### src/rtl/act_quant_pack.sv
// Activation quantizer/packer: saturates (optionally ReLU'd) elements to int8,
// packs four lanes per 32-bit word and buffers the words in a small FIFO.
module act_quant_pack #(
  parameter int FIFO_DEPTH = 4
) (
  input  logic                          clk,
  input  logic                          reset,
  input  logic                          valid_in,
  input  logic signed [31:0]            data_in,
  input  logic                          relu_en,
  input  logic                          flush,
  input  logic                          out_ready,
  input  logic                          clear_overflow,
  output logic                          out_valid,
  output logic [31:0]                   out_data,
  output logic [$clog2(FIFO_DEPTH):0]   fifo_count,
  output logic                          overflow
);

  localparam int AW = $clog2(FIFO_DEPTH);
  localparam int CW = AW + 1;
  localparam logic [CW-1:0] FULL_CNT = CW'(FIFO_DEPTH);

  function automatic logic signed [7:0] quantize(input logic signed [31:0] d,
                                                 input logic relu);
    if (relu && (d < 32'sd0))  return 8'sd0;
    if (d > 32'sd127)          return 8'sd127;
    if (d < -32'sd128)         return -8'sd128;
    return d[7:0];
  endfunction

  logic        [1:0]    r_lane_cnt;
  logic        [31:0]   r_stage;
  logic        [31:0]   r_mem [FIFO_DEPTH];
  logic        [AW-1:0] r_wptr;
  logic        [AW-1:0] r_rptr;
  logic        [CW-1:0] r_count;
  logic                 r_overflow;

  logic signed [7:0]    w_q;
  logic        [31:0]   w_word;
  logic                 w_push;
  logic                 w_pop;
  logic                 w_full;
  logic                 w_wr_en;
  logic                 w_ovf;

  // Quantize + merge the current element into the word being assembled
  always_comb begin
    w_q    = quantize(data_in, relu_en);
    w_word = r_stage;
    if (valid_in) w_word[{r_lane_cnt, 3'b000} +: 8] = w_q;
  end

  assign w_push  = (valid_in && (r_lane_cnt == 2'd3)) ||
                   (flush && ((r_lane_cnt != 2'd0) || valid_in));
  assign w_pop   = (r_count != '0) && out_ready;
  assign w_full  = (r_count == FULL_CNT);
  // A pop on the same edge frees the slot, so a full FIFO still accepts
  assign w_wr_en = w_push && (!w_full || w_pop);
  assign w_ovf   = w_push && w_full && !w_pop;

  always_ff @(posedge clk or posedge reset) begin
    if (reset) begin
      r_lane_cnt <= 2'd0;
      r_stage    <= '0;
    end else if (w_push) begin
      r_lane_cnt <= 2'd0;
      r_stage    <= '0;
    end else if (valid_in) begin
      r_lane_cnt <= r_lane_cnt + 2'd1;
      r_stage    <= w_word;
    end
  end

  always_ff @(posedge clk) begin
    if (w_wr_en) r_mem[r_wptr] <= w_word;
  end

  always_ff @(posedge clk or posedge reset) begin
    if (reset) begin
      r_wptr  <= '0;
      r_rptr  <= '0;
      r_count <= '0;
    end else begin
      if (w_wr_en) r_wptr <= r_wptr + AW'(1);
      if (w_pop)   r_rptr <= r_rptr + AW'(1);
      case ({w_wr_en, w_pop})
        2'b10:   r_count <= r_count + CW'(1);
        2'b01:   r_count <= r_count - CW'(1);
        default: r_count <= r_count;
      endcase
    end
  end

  // A fresh drop outranks a same-cycle clear
  always_ff @(posedge clk or posedge reset) begin
    if (reset)               r_overflow <= 1'b0;
    else if (w_ovf)          r_overflow <= 1'b1;
    else if (clear_overflow) r_overflow <= 1'b0;
  end

  assign out_valid  = (r_count != '0);
  assign out_data   = out_valid ? r_mem[r_rptr] : 32'd0;
  assign fifo_count = r_count;
  assign overflow   = r_overflow;

endmodule

### config.mk
export PLATFORM = sky130hd
export DESIGN_NAME = act_quant_pack
export DESIGN_NICKNAME = d
export VERILOG_FILES = /design/src/rtl/act_quant_pack.sv
export SDC_FILE = /design/constraint.sdc
export NUM_CORES = 1
export LEC_CHECK = 0
export BUFFER_PORTS_ARGS = -buffer_cell sky130_fd_sc_hd__buf_4
export CAP_MARGIN = 20
export CORE_AREA = 2 2 128 180
export DETAILED_ROUTE_END_ITERATION = 7
export DIE_AREA = 0 0 130 182
export GPL_TIMING_DRIVEN = 0
export HOLD_SLACK_MARGIN = 0.05
export PLACE_DENSITY = 0.57
export SYNTH_ARGS = -nofsm -noshare
export SYNTH_HDL_FRONTEND = slang
export SYNTH_SLANG_ARGS = --single-unit
export TNS_END_PERCENT = 5
### constraint.sdc
create_clock -name clk -period 2.8 [get_ports clk]
set_clock_uncertainty 0.1 [all_clocks]
set_input_delay 0.42 -clock clk [delete_from_list [all_inputs] [get_ports clk]]
set_output_delay 0.42 -clock clk [all_outputs]
set_load 0.01 [all_outputs]
==> impl_metrics.toml <==
[power]
p_leak_nw = 3.43
power_density_nw_per_um2 = 884
p_int_mw = 5.63
irDropWorstVdd_mv = 0.458
power_frac_comb_pct = 31.8
switching_share_pct = 30.7
p_clk_share_pct = 27.8
power_mw = 8.12
switchingPower_mw = 2.49
seq_power_share_pct = 40.4

[setup_path]
crit_end = "fifo_count[2]$_DFFE_PP0P_"
crit_path_start_kind = "flop"
end_kind = "flop"
r2r_slack_ps = 100
cp.arrival_ps = 2960
path_max_fanout = 9
cp.required_ps = 3050
r2r_end = "fifo_count[2]$_DFFE_PP0P_"
worst_path_largest_cell_delay_ps = 460
critPathMostFrequentCell = "inv_1"
startpoint = "r_lane_cnt[0]$_DFFE_PP0P_"
crit_slowest_cell = "dfrtp_1"
path_class = "reg2reg"
r2r-start = "r_lane_cnt[0]$_DFFE_PP0P_"
r2r_cells = 12
path_cells = "inv_1 -> ha_2 -> nand2b_4 -> nand2_1 -> and2_1 -> inv_1 -> ha_1 -> inv_1 -> fa_1 -> xor2_1 -> nor2_1 -> xor2_1"

[clocking]
numCtsBuffers = 17
cts_root_buf = "clkbuf_16"
clk_pin_slew_worst_paths_ps = 70
clock-sinks = 170
cts_tree = "done"
clk_latency_ps = 430
htreeDepth = 4
cts.path.max_buffers = 2
post_cts_buffers = 0

[grt]
antenna_found_initial = 0
grt_pass1_vias = 4726
grt_pass1_wl_um = 26000
overflow = 0
grt_max_degree = 43
grtUsageTotal_pct = 14.7

[sta]
worst_slew_pin_slew_ps = 954
whs_ps = 69.5
clock.fmax_mhz = 370
hold_viol = 0
slew_violations = 0
fin_crit_sh_pct = 96.6
period_needed_ps = 2700
finalSetupViolCount = 0
slew_headroom_pct = 36.4
rsz0062_at_grt = "true"
worst_slack_ps = 95.4

[cells_and_area]
fin_util_pct = 41.4
drive_gt1_share_pct = 33.3
area_delta_synth_final_pct = 20.9
final_nets = 625
n_antenna_cell = 0
layout.cells.non_filler = 889

[floorplanning]
io_pins = 76
die_y_um = 182
dieWidth_um = 130
rows = 65
start_util_pct = 34.2
core_um2 = 22200
die_area_um2 = 23700

[synth]
synthCells = 482
synth_top_area_share_pct = 50.6
synth_async_sr_flop_share_pct = 24.7
ys_seq_elements = 170
synth-edff-count = 128
ys_seq_area_share_pct = 64.4
synthFlopType = "edfxtp_1"
yosys_warnings = 0
syn_area_um2 = 7600
synth_area_leaders = "edfxtp_1 (51%), dfrtp_1 (14%), mux4_2 (9.5%)"
syn_nets = 532
synthDistinctLibCells = 46
yosysTopAreaCell = "edfxtp_1"
postSynthAreaPerCell_um2 = 15.8

[run]
maxCapViolCount = 0

[status]
outcome = "finished clean"

[routing]
via_count = 4546
drt_iter0_drc = 304
dr.pass1.iters = 5
drtAntennaViolNets = 0
wl_per_cell_um = 18.6
wl_um = 16500
drc = 0
via_per_inst = 5.11

[placement]
placed_cells = 858
dp_hpwl_um = 11400
pre_cts_slack_ps = -95.7
io_buffer_count = 75
gp_congestion = 0.841

[worst_hold_path]
hold_path.class = "in2reg"
## logic make-up after synthesis
family	share of synthesized area [%]
AO/OA/AOI/OAI	7.76
AND/OR/NAND/NOR	13.1
flip-flops	64.4
adder cells (fa/ha/maj)	1.91
XOR/XNOR	0.692
multiplexers	9.77
buffers and inverters	2.36
## power by group through the flow
stage	combinational (mW)	clock [mW]	sequential, mW
after floorplan	1.62	0	3.29
after global placement	2.62	0	3.30
after detailed placement	2.68	0	3.32
after CTS	2.66	2.28	3.29
after global routing	2.84	2.38	3.33
final	2.58	2.25	3.28
## metal layers
layer	vias to the layer above	track usage [%]	part of all wire [%]
met5	-	0	0
li1	2075	-	-
met4	0	6.19	2.6
met1	2284	17.9	40
met2	163	25.1	52
met3	24	3.27	4.9
## stage by stage
step | setup TNS (ps) | area (µm²)
2_1_floorplan | 0 | 7600
3_3_place_gp | -61560 | 8540
3_5_place_dp | -271 | 8540
4_1_cts | -33.6 | 9140
5_1_grt | -120 | 9190
6_report | 0 | 9190
## sequential cells by signal (all words and copies together), names as in the netlist
| name | flops |
|---|---|
| r_mem | 128 |
| overflow | 1 |
| r_rptr | 2 |
| r_wptr | 2 |
| fifo_count | 3 |
| r_stage | 32 |
| r_lane_cnt | 2 |
## synthesized netlist by cell type, drive strengths merged, types with 4 or more instances
master,count
o21ai,8
inv,10
clkbuf,17
dfrtp,42
edfxtp,128
nand4,6
nand2,66
and3,12
buf,11
nor4,7
ha,10
or2,4
o41ai,49
nor2b,9
nor3,8
mux4,32
and2,34
## layout make-up
type                       count  area, µm²
fill                        2027      13000
tap                          301        377
timing repair buffer          75        563
sequential                   170       4900
clock inverter                15        150
multi-input combinational    274       2590
buffer                        27        141
clock buffer                  17        425
inverter                      10       37.5
## worst min path at each step
stage | start | endpoint | slack [ps] | cells after the start
final | clear_overflow | overflow$_DFFE_PP0P_ | 70 | 2
after global routing | clear_overflow | overflow$_DFFE_PP0P_ | 70 | 2
after floorplan | r_stage[0]$_DFFE_PP0P_ | r_stage[0]$_DFFE_PP0P_ | 340 | 2
after detailed placement | r_stage[21]$_DFFE_PP0P_ | r_stage[21]$_DFFE_PP0P_ | 360 | 2
after global placement | r_stage[6]$_DFFE_PP0P_ | r_stage[6]$_DFFE_PP0P_ | 350 | 2
after CTS | clear_overflow | overflow$_DFFE_PP0P_ | 60 | 2
## worst max-delay path, delay by kind of cell (launching register included)
family                   cells  cell delay (ps)
flip-flops                   1              460
buffers and inverters        3              300
adder cells (fa/ha/maj)      3              840
AND/OR/NAND/NOR              4              620
XOR/XNOR                     2              310
## timing repair
action                                  CTS  global route
gates resized for setup                   7             8
endpoints found under the setup margin   49           166
cloned                                    0             0
hold buffers                              0             0
## placed cells by master (no fill, tap or decap), types with 4 or more instances in the layout
| master | count |
|---|---|
| and2_1 | 34 |
| and3_1 | 8 |
| and3_2 | 4 |
| buf_2 | 5 |
| buf_4 | 79 |
| clkbuf_1 | 13 |
| clkbuf_16 | 17 |
| clkinv_4 | 4 |
| dfrtp_1 | 41 |
| edfxtp_1 | 128 |
| ha_1 | 9 |
| inv_1 | 9 |
| inv_6 | 4 |
| inv_8 | 5 |
| mux4_2 | 32 |
| nand2_1 | 65 |
| nand4_1 | 4 |
| nor2b_1 | 8 |
| nor3_4 | 7 |
| nor4_2 | 4 |
| o21ai_1 | 4 |
| o41ai_1 | 33 |
| o41ai_2 | 16 |
Note: power is estimated with default switching activity, not from simulation.
